--- src/rtl/mips_run_monitor_pkg.sv ---
// Shared types and constants for the MIPS run monitor.
package mips_mon_pkg;

  typedef enum logic [1:0] {
    NONE    = 2'd0,
    NOP     = 2'd1,
    TIMEOUT = 2'd2
  } halt_cause_t;

  typedef enum logic [1:0] {
    RUN,
    DRAIN,
    HALTED
  } mon_state_t;

  localparam logic [31:0] MIPS_NOP = 32'h0;

  function automatic logic [31:0] sat_inc32(input logic [31:0] v);
    return (v == 32'hFFFF_FFFF) ? v : v + 32'd1;
  endfunction

endpackage

--- src/rtl/mips_run_monitor_if.sv ---
// Observation bus between the core (master) and the run monitor (slave).
interface mips_run_monitor_if #(parameter int TRACE_DEPTH = 8);
  localparam int IDX_W = $clog2(TRACE_DEPTH);

  logic             instr_valid;
  logic [31:0]      instr;
  logic [31:0]      alu_result;
  logic             halt;
  logic [1:0]       halt_cause;
  logic [31:0]      cycle_count;
  logic [31:0]      instr_count;
  logic [7:0]       nop_run;
  logic [31:0]      last_result;
  logic [IDX_W-1:0] trace_rd_idx;
  logic [31:0]      trace_rd_data;
  logic [IDX_W:0]   trace_count;

  modport master (
    output instr_valid, instr, alu_result, trace_rd_idx,
    input  halt, halt_cause, cycle_count, instr_count, nop_run,
           last_result, trace_rd_data, trace_count
  );

  modport slave (
    input  instr_valid, instr, alu_result, trace_rd_idx,
    output halt, halt_cause, cycle_count, instr_count, nop_run,
           last_result, trace_rd_data, trace_count
  );
endinterface

--- src/rtl/mips_trace_ring.sv ---
// Ring buffer of recent instruction words: push, newest-first indexed read,
// saturating valid-entry count. DEPTH must be a power of 2.
module mips_trace_ring #(
  parameter int DEPTH = 8,
  parameter int WIDTH = 32,
  localparam int IDX_W = $clog2(DEPTH)
) (
  input  logic             clk,
  input  logic             reset,
  input  logic             push,
  input  logic [WIDTH-1:0] push_data,
  input  logic [IDX_W-1:0] rd_idx,
  output logic [WIDTH-1:0] rd_data,
  output logic [IDX_W:0]   count
);

  logic [WIDTH-1:0] mem_q [DEPTH];
  logic [IDX_W-1:0] wr_ptr_q, wr_ptr_d;
  logic [IDX_W:0]   count_q, count_d;
  logic [IDX_W-1:0] rd_addr;

  always_comb begin
    wr_ptr_d = wr_ptr_q;
    count_d  = count_q;
    if (push) begin
      wr_ptr_d = wr_ptr_q + IDX_W'(1);
      if (count_q != (IDX_W+1)'(DEPTH))
        count_d = count_q + (IDX_W+1)'(1);
    end
  end

  always_ff @(posedge clk) begin
    if (reset) begin
      wr_ptr_q <= '0;
      count_q  <= '0;
    end else begin
      wr_ptr_q <= wr_ptr_d;
      count_q  <= count_d;
    end
  end

  // Storage is not reset; stale entries are hidden by count_q.
  always_ff @(posedge clk) begin
    if (!reset && push)
      mem_q[wr_ptr_q] <= push_data;
  end

  assign rd_addr = wr_ptr_q - IDX_W'(1) - rd_idx;
  assign rd_data = ({1'b0, rd_idx} < count_q) ? mem_q[rd_addr] : '0;
  assign count   = count_q;

endmodule

--- src/rtl/mips_run_monitor.sv ---
// Run monitor: NOP-run end-of-program detection, timeout, counters and an
// optional instruction trace ring (built only when MIPS_MON_TRACE_EN is defined).
module mips_run_monitor
  import mips_mon_pkg::*;
#(
  parameter int NOP_LIMIT      = 4,
  parameter int DRAIN_CYCLES   = 1,
  parameter int TIMEOUT_CYCLES = 4096,
  parameter int TRACE_DEPTH    = 8
) (
  input logic              clk,
  input logic              reset,
  mips_run_monitor_if.slave mon
);

  localparam int          IDX_W       = $clog2(TRACE_DEPTH);
  localparam logic [31:0] TIMEOUT_LIM = 32'(TIMEOUT_CYCLES);

  mon_state_t  state_q, state_d;
  halt_cause_t cause_q, cause_d;
  logic        halt_q, halt_d;
  logic [7:0]  drain_q, drain_d;
  logic [7:0]  nop_q, nop_d;
  logic [31:0] cycle_q, cycle_d;
  logic [31:0] icount_q, icount_d;
  logic [31:0] last_q, last_d;

  logic in_run, is_nop, is_instr, nop_limit_hit, timeout_hit, active, push;

  assign in_run        = (state_q == RUN);
  assign is_nop        = in_run && mon.instr_valid && (mon.instr == MIPS_NOP);
  assign is_instr      = in_run && mon.instr_valid && (mon.instr != MIPS_NOP);
  assign nop_limit_hit = is_nop && (nop_q != 8'hFF) && (int'(nop_q) + 1 == NOP_LIMIT);
  // A NOP-limit hit in the timeout cycle takes the NOP path instead.
  assign timeout_hit   = (TIMEOUT_CYCLES != 0) && in_run && (cycle_q >= TIMEOUT_LIM)
                         && !nop_limit_hit;
  assign active        = in_run && !timeout_hit;
  assign push          = active && is_instr;

  always_ff @(posedge clk) begin
    if (reset) begin
      state_q  <= RUN;
      cause_q  <= NONE;
      halt_q   <= 1'b0;
      drain_q  <= '0;
      nop_q    <= '0;
      cycle_q  <= '0;
      icount_q <= '0;
      last_q   <= '0;
    end else begin
      state_q  <= state_d;
      cause_q  <= cause_d;
      halt_q   <= halt_d;
      drain_q  <= drain_d;
      nop_q    <= nop_d;
      cycle_q  <= cycle_d;
      icount_q <= icount_d;
      last_q   <= last_d;
    end
  end

  always_comb begin
    state_d = state_q;
    cause_d = cause_q;
    drain_d = drain_q;
    unique case (state_q)
      RUN: begin
        if (nop_limit_hit) begin
          drain_d = '0;
          if (DRAIN_CYCLES == 0) begin
            state_d = HALTED;
            cause_d = NOP;
          end else begin
            state_d = DRAIN;
          end
        end else if (timeout_hit) begin
          state_d = HALTED;
          cause_d = TIMEOUT;
        end
      end
      DRAIN: begin
        if (int'(drain_q) + 1 >= DRAIN_CYCLES) begin
          state_d = HALTED;
          cause_d = NOP;
        end else begin
          drain_d = drain_q + 8'd1;
        end
      end
      HALTED:  state_d = HALTED;
      default: state_d = RUN;
    endcase
  end

  // halt trails the HALTED state by one edge.
  always_comb begin
    halt_d   = (state_q == HALTED);
    cycle_d  = cycle_q;
    nop_d    = nop_q;
    icount_d = icount_q;
    last_d   = last_q;
    if (active || state_q == DRAIN)
      cycle_d = sat_inc32(cycle_q);
    if (active && is_nop && nop_q != 8'hFF)
      nop_d = nop_q + 8'd1;
    if (push) begin
      nop_d    = '0;
      icount_d = sat_inc32(icount_q);
      last_d   = mon.alu_result;
    end
  end

  assign mon.halt        = halt_q;
  assign mon.halt_cause  = cause_q;
  assign mon.cycle_count = cycle_q;
  assign mon.instr_count = icount_q;
  assign mon.nop_run     = nop_q;
  assign mon.last_result = last_q;

`ifdef MIPS_MON_TRACE_EN
  mips_trace_ring #(
    .DEPTH(TRACE_DEPTH),
    .WIDTH(32)
  ) u_trace_ring (
    .clk      (clk),
    .reset    (reset),
    .push     (push),
    .push_data(mon.instr),
    .rd_idx   (mon.trace_rd_idx),
    .rd_data  (mon.trace_rd_data),
    .count    (mon.trace_count)
  );
`else
  logic             unused_push;
  logic [IDX_W-1:0] unused_trace_idx;
  assign unused_push       = push;
  assign unused_trace_idx  = mon.trace_rd_idx;
  assign mon.trace_rd_data = '0;
  assign mon.trace_count   = '0;
`endif

endmodule

--- src/flat_wrapper.sv ---
// flat-port wrapper written by rule: the top's interface ports become plain ports
module mips_run_monitor_flat import mips_mon_pkg::*;
#(
  parameter int NOP_LIMIT      = 4,
  parameter int DRAIN_CYCLES   = 1,
  parameter int TIMEOUT_CYCLES = 4096,
  parameter int TRACE_DEPTH    = 8
)
  (clk, reset, mon_instr_valid, mon_instr, mon_alu_result, mon_trace_rd_idx, mon_halt, mon_halt_cause, mon_cycle_count, mon_instr_count, mon_nop_run, mon_last_result, mon_trace_rd_data, mon_trace_count);
  mips_run_monitor_if #(.TRACE_DEPTH(TRACE_DEPTH)) mon_i ();
  input logic clk;
  input logic reset;
  input wire logic [$bits(mon_i.instr_valid)-1:0] mon_instr_valid;
  input wire logic [$bits(mon_i.instr)-1:0] mon_instr;
  input wire logic [$bits(mon_i.alu_result)-1:0] mon_alu_result;
  input wire logic [$bits(mon_i.trace_rd_idx)-1:0] mon_trace_rd_idx;
  output wire logic [$bits(mon_i.halt)-1:0] mon_halt;
  output wire logic [$bits(mon_i.halt_cause)-1:0] mon_halt_cause;
  output wire logic [$bits(mon_i.cycle_count)-1:0] mon_cycle_count;
  output wire logic [$bits(mon_i.instr_count)-1:0] mon_instr_count;
  output wire logic [$bits(mon_i.nop_run)-1:0] mon_nop_run;
  output wire logic [$bits(mon_i.last_result)-1:0] mon_last_result;
  output wire logic [$bits(mon_i.trace_rd_data)-1:0] mon_trace_rd_data;
  output wire logic [$bits(mon_i.trace_count)-1:0] mon_trace_count;
  assign mon_i.instr_valid = mon_instr_valid;
  assign mon_i.instr = mon_instr;
  assign mon_i.alu_result = mon_alu_result;
  assign mon_i.trace_rd_idx = mon_trace_rd_idx;
  assign mon_halt = mon_i.halt;
  assign mon_halt_cause = mon_i.halt_cause;
  assign mon_cycle_count = mon_i.cycle_count;
  assign mon_instr_count = mon_i.instr_count;
  assign mon_nop_run = mon_i.nop_run;
  assign mon_last_result = mon_i.last_result;
  assign mon_trace_rd_data = mon_i.trace_rd_data;
  assign mon_trace_count = mon_i.trace_count;
  mips_run_monitor #(.NOP_LIMIT(NOP_LIMIT), .DRAIN_CYCLES(DRAIN_CYCLES), .TIMEOUT_CYCLES(TIMEOUT_CYCLES), .TRACE_DEPTH(TRACE_DEPTH)) u_core (.clk(clk), .reset(reset), .mon(mon_i));
endmodule
--- config.mk ---
export PLATFORM = sky130hd
export DESIGN_NAME = mips_run_monitor_flat
export DESIGN_NICKNAME = d
export VERILOG_FILES = /design/src/rtl/mips_run_monitor_pkg.sv /design/src/rtl/mips_run_monitor_if.sv /design/src/rtl/mips_trace_ring.sv /design/src/rtl/mips_run_monitor.sv /design/src/flat_wrapper.sv
export SDC_FILE = /design/constraint.sdc
export NUM_CORES = 1
export LEC_CHECK = 0
export ABC_AREA = 1
export CORE_MARGIN = 4
export CORE_UTILIZATION = 41
export CTS_BUF_LIST = sky130_fd_sc_hd__clkbuf_16
export DETAILED_ROUTE_END_ITERATION = 7
export GPL_TIMING_DRIVEN = 0
export PLACE_DENSITY = 0.81
export SLEW_MARGIN = 25
export SYNTH_ARGS = -nofsm -noshare
export SYNTH_HDL_FRONTEND = slang
export SYNTH_SLANG_ARGS = --single-unit
--- constraint.sdc ---
create_clock -name clk -period 2.25 [get_ports clk]
set_input_delay 0.45 -clock clk [delete_from_list [all_inputs] [get_ports clk]]
set_output_delay 0.45 -clock clk [all_outputs]
set_load 0.01 [all_outputs]
==> Implementation_results.wiki <==
{| class="wikitable"
! Metric !! Value
|-
| Result of the run || completed
|-
| Placer Congestion || roughly 1
|-
| Area growth from synthesis to final layout || 44.5%
|-
| Instance count after placement with tap cells included || approximately 1500
|-
| Die height || ~140 um
|-
| First-pass detailed-route iteration total || 5
|-
| Die outline area || about 0.019 mm2
|-
| Initial Util || 0.418
|-
| Cells after Synth || around 1000
|-
| Count of flip-flops with a built-in enable after synthesis || 0
|-
| Clock Skews || approximately 0.013 ns
|-
| Startpoint-to-endpoint class of the critical path || reg2reg
|-
| GR met3 Demand/Resource || 0.0424
|-
| Fraction of met2 tracks used by global routing || 0.364
|-
| Cell type group with the largest total delay on the critical path || simple AND/OR/NAND/NOR gates
|-
| Cts-stage hold buffer count || 0
|-
| Clock tree from TritonCTS || done
|-
| Utilization after layout || 0.604
|-
| Number of global-route vias before repair || approximately 6900
|-
| Post-DP Area || about 0.009 mm2
|-
| Clock input transition at the sequential cells of the worst setup and hold paths || 0.06 ns
|-
| Total clock sinks || 117
|-
| Worst hold margin || approximately 0.47 ns
|-
| Library cell contributing the largest single delay on the critical path || sky130_fd_sc_hd__dfxtp_4
|-
| Fmax || between 400 and 500 MHz
|-
| Final cycle utilization of the critical path || 0.950
|-
| Setup slack of the critical path after layout || ~0.11 ns
|-
| # setup viols final || 0
|-
| Antenna Diode Count || 0
|-
| #FFs+latches synth || 117
|-
| Post-DP HPWL || approximately 15000 um
|-
| Chain of cells forming the critical path || ha_4 -> nand2_4 -> o21ai_2 -> nand2_2 -> nor3_4 -> nand3_4 -> nand3_4 -> nand2_4 -> inv_4 -> buf_8 -> buf_12 -> nand2_2 -> a21oi_2
|-
| Vias/cell || 4.83
|-
| Max-cap violations || 0
|-
| Min Tclk post-route || ~2.1 ns
|-
| Crit path largest cell delay || between 0.3 and 0.4 ns
|-
| FF-to-FF path depth || 13
|-
| Total number of vias || between 7000 and 8000
|-
| Root buffer cell || sky130_fd_sc_hd__clkbuf_16
|-
| Number of H-tree levels || 4
|-
| Total routed wirelength || slightly above 20000 um
|-
| Worst IR Drop VDD || about 0.46 mV
|-
| Top-count cell post-synth || sky130_fd_sc_hd__nand2_1
|-
| Count of placed standard cells in the final layout, fillers left out || 1521
|-
| Layer carrying the most global-route usage || met2
|-
| Cells on Worst Hold Path || 2
|-
| Post-synth top area cell || sky130_fd_sc_hd__dfxtp_1
|-
| Post-layout net count || around 1400
|-
| Setup repair after global routing missed its margin || true
|-
| Global-route wire length before repair || ~32000 um
|-
| 1st-iter DRT viols || 546
|-
| DP Worst Slack || -0.467 ns
|-
| Synth warnings || 0
|-
| Leakage power || 3.95 nW
|-
| Worst Path Required || around 2.6 ns
|-
| Post-synthesis sequential area ratio || 0.339
|-
| Number of standard-cell rows in the floorplan || 47
|-
| Die extent in x || 138 um
|-
| Ys flop type || sky130_fd_sc_hd__dfxtp_1
|-
| Count of different cell masters after synthesis || 40
|-
| CP endpoint kind || flip-flop
|-
| Met1 global-route usage || 0.260
|-
| Average wire per standard cell || between 10 and 15 um
|-
| Commonest cells post-synth || sky130_fd_sc_hd__nand2_1 (211), sky130_fd_sc_hd__nor2_1 (189), sky130_fd_sc_hd__inv_1 (121), sky130_fd_sc_hd__dfxtp_1 (117), sky130_fd_sc_hd__o21ai_0 (50)
|-
| Pin count of the biggest net entering global routing || 17
|-
| Area share of the largest cell type after synthesis || 0.339
|-
| Clock latency reported for the late side of the worst-skew pair || between 0.4 and 0.5 ns
|-
| Mean instance size in the synthesized netlist || approximately 6.6 um2
|-
| Antenna violations before repair || 0
|-
| Transition time at the pin with the least slew margin || about 0.7 ns
|-
| Count of buffering cells on the critical path with inverters included || 3
|-
| Path length in cells of the critical path || 13
|-
| Async set-reset flop share out of synthesis || 0
|-
| Area contributors post-synth || sky130_fd_sc_hd__dfxtp_1 (34%), sky130_fd_sc_hd__nand2_1 (11%), sky130_fd_sc_hd__nor2_1 (10%)
|-
| CTS Buf Count || 17
|-
| Arrival time at the worst endpoint || ~2.5 ns
|-
| Fraction of layout cells with a size suffix above 1 || 0.145
|-
| Remaining Overflow, GRT || 0
|-
| Max Buffers Root-to-Sink || 2
|-
| Core area || between 0.015 and 0.02 mm2
|-
| Io pins || approximately 210
|-
| DRC violation count after routing || 0
|-
| Hold WC Path Type || reg2reg
|-
| Worst max-slew margin expressed relative to the limit || 0.535
|-
| Summed instance area of the synthesized netlist || 0.00690 mm2
|-
| Maximum fanout along the worst path || 10
|-
| Port Buffers || 173
|-
| Power density relative to cell area || 582 mW/mm2
|-
| Global-route total usage across every layer || 0.209
|-
| Critical Path Start Type || flip-flop
|-
| Antenna-violating nets left || 0
|-
| Final Hold Vio Count || 0
|-
| Slew Limit Fails || 0
|-
| Post-route cell area || about 0.01 mm2
|}
==> worst min-delay path: stages (launching register included) <==
cell	delay, ns
sky130_fd_sc_hd__dfxtp_1	0.31
sky130_fd_sc_hd__inv_1	0.07
sky130_fd_sc_hd__nor3_1	0.05
==> state kept, by name, indices dropped and copies added, names as in the netlist <==
signal / cells
u_core.state_q: 2
u_core.mon.halt_cause: 2
u_core.mon.last_result: 32
u_core.drain_q: 8
u_core.mon.nop_run: 8
u_core.mon.cycle_count: 32
u_core.mon.instr_count: 32
u_core.mon.halt: 1
==> cell usage in the layout, fill, tap and decap left out, types with 6 or more instances in the layout <==
master	Yosys	final
sky130_fd_sc_hd__o21ai_1	18	23
sky130_fd_sc_hd__clkbuf_16	0	17
sky130_fd_sc_hd__nor3_2	7	6
sky130_fd_sc_hd__a21oi_1	34	34
sky130_fd_sc_hd__nor2_2	1	7
sky130_fd_sc_hd__xor2_1	27	27
sky130_fd_sc_hd__nor2_1	189	182
sky130_fd_sc_hd__dfxtp_1	117	108
sky130_fd_sc_hd__clkbuf_4	0	6
sky130_fd_sc_hd__nand4_1	38	38
sky130_fd_sc_hd__conb_1	1	36
sky130_fd_sc_hd__inv_1	121	121
sky130_fd_sc_hd__nor3_1	28	26
sky130_fd_sc_hd__xnor2_1	6	6
sky130_fd_sc_hd__buf_4	43	64
sky130_fd_sc_hd__nand2_1	211	208
sky130_fd_sc_hd__nor4_1	10	10
sky130_fd_sc_hd__o21ai_0	50	44
sky130_fd_sc_hd__clkdlybuf4s50_1	0	173
sky130_fd_sc_hd__a21oi_2	11	10
sky130_fd_sc_hd__nand2_2	19	19
sky130_fd_sc_hd__nand3_1	41	40
sky130_fd_sc_hd__clkbuf_1	14	11
sky130_fd_sc_hd__ha_1	12	9
==> worst paths after layout <==
path,startpoint,endpoint,slack (ns)
max,u_core.mon.nop_run[0],u_core.mon.cycle_count[27],0.11
min,u_core.drain_q[6],u_core.drain_q[6],0.47
max reg2reg,u_core.mon.nop_run[0],u_core.mon.cycle_count[27],0.11
min reg2reg,u_core.drain_q[6],u_core.drain_q[6],0.47
==> per-layer routing <==
layer / up-vias / wire (um)
li1: 3747 / -
met1: 3270 / 8240
met2: 303 / 10000
met3: 31 / 1580
met4: 0 / 413
met5: - / 0
==> area by class of cell <==
class | count | area [um2]
inverters | 129 | 489
plain buffers | 67 | 477
well taps | 220 | 275
flip-flops and latches | 117 | 2360
repair buffers | 193 | 1880
clock buffers | 17 | 425
fillers | 1493 | 6550
multi-input cells | 763 | 3910
clock inverters | 15 | 155
==> what timing repair did <==
| item | 4_1_cts | 5_1_grt |
|---|---|---|
| setup endpoints to repair | 93 | 101 |
| pin swaps | 1 | 13 |
| resized for setup | 22 | 45 |
| setup buffers | 2 | 18 |
==> where the power goes <==
group	switching (W)	internal, W	total [W]
combinational	0.000455	0.000460	0.000915
sequential	0.0000667	0.00217	0.00223
clock	0.00103	0.00163	0.00266
==> cells by family after synthesis <==
kind of cell               synth area share
DFF                                   0.339
AOI/OAI and AO/OA                    0.0966
xor gates and xnor gates             0.0419
adders and majority gates            0.0218
and+or+nand+nor                       0.366
buffers and inverters                 0.134
other                              0.000543
==> through the flow <==
stage | power [W] | setup TNS, ns
floorplan | 0.00272 | 0
global placement | 0.00311 | -32.76
detailed placement | 0.00312 | -33.18
CTS | 0.00580 | -0.00513
global route | 0.00605 | -0.277
finish | 0.00581 | 0
(Power assumes the default switching activity.)
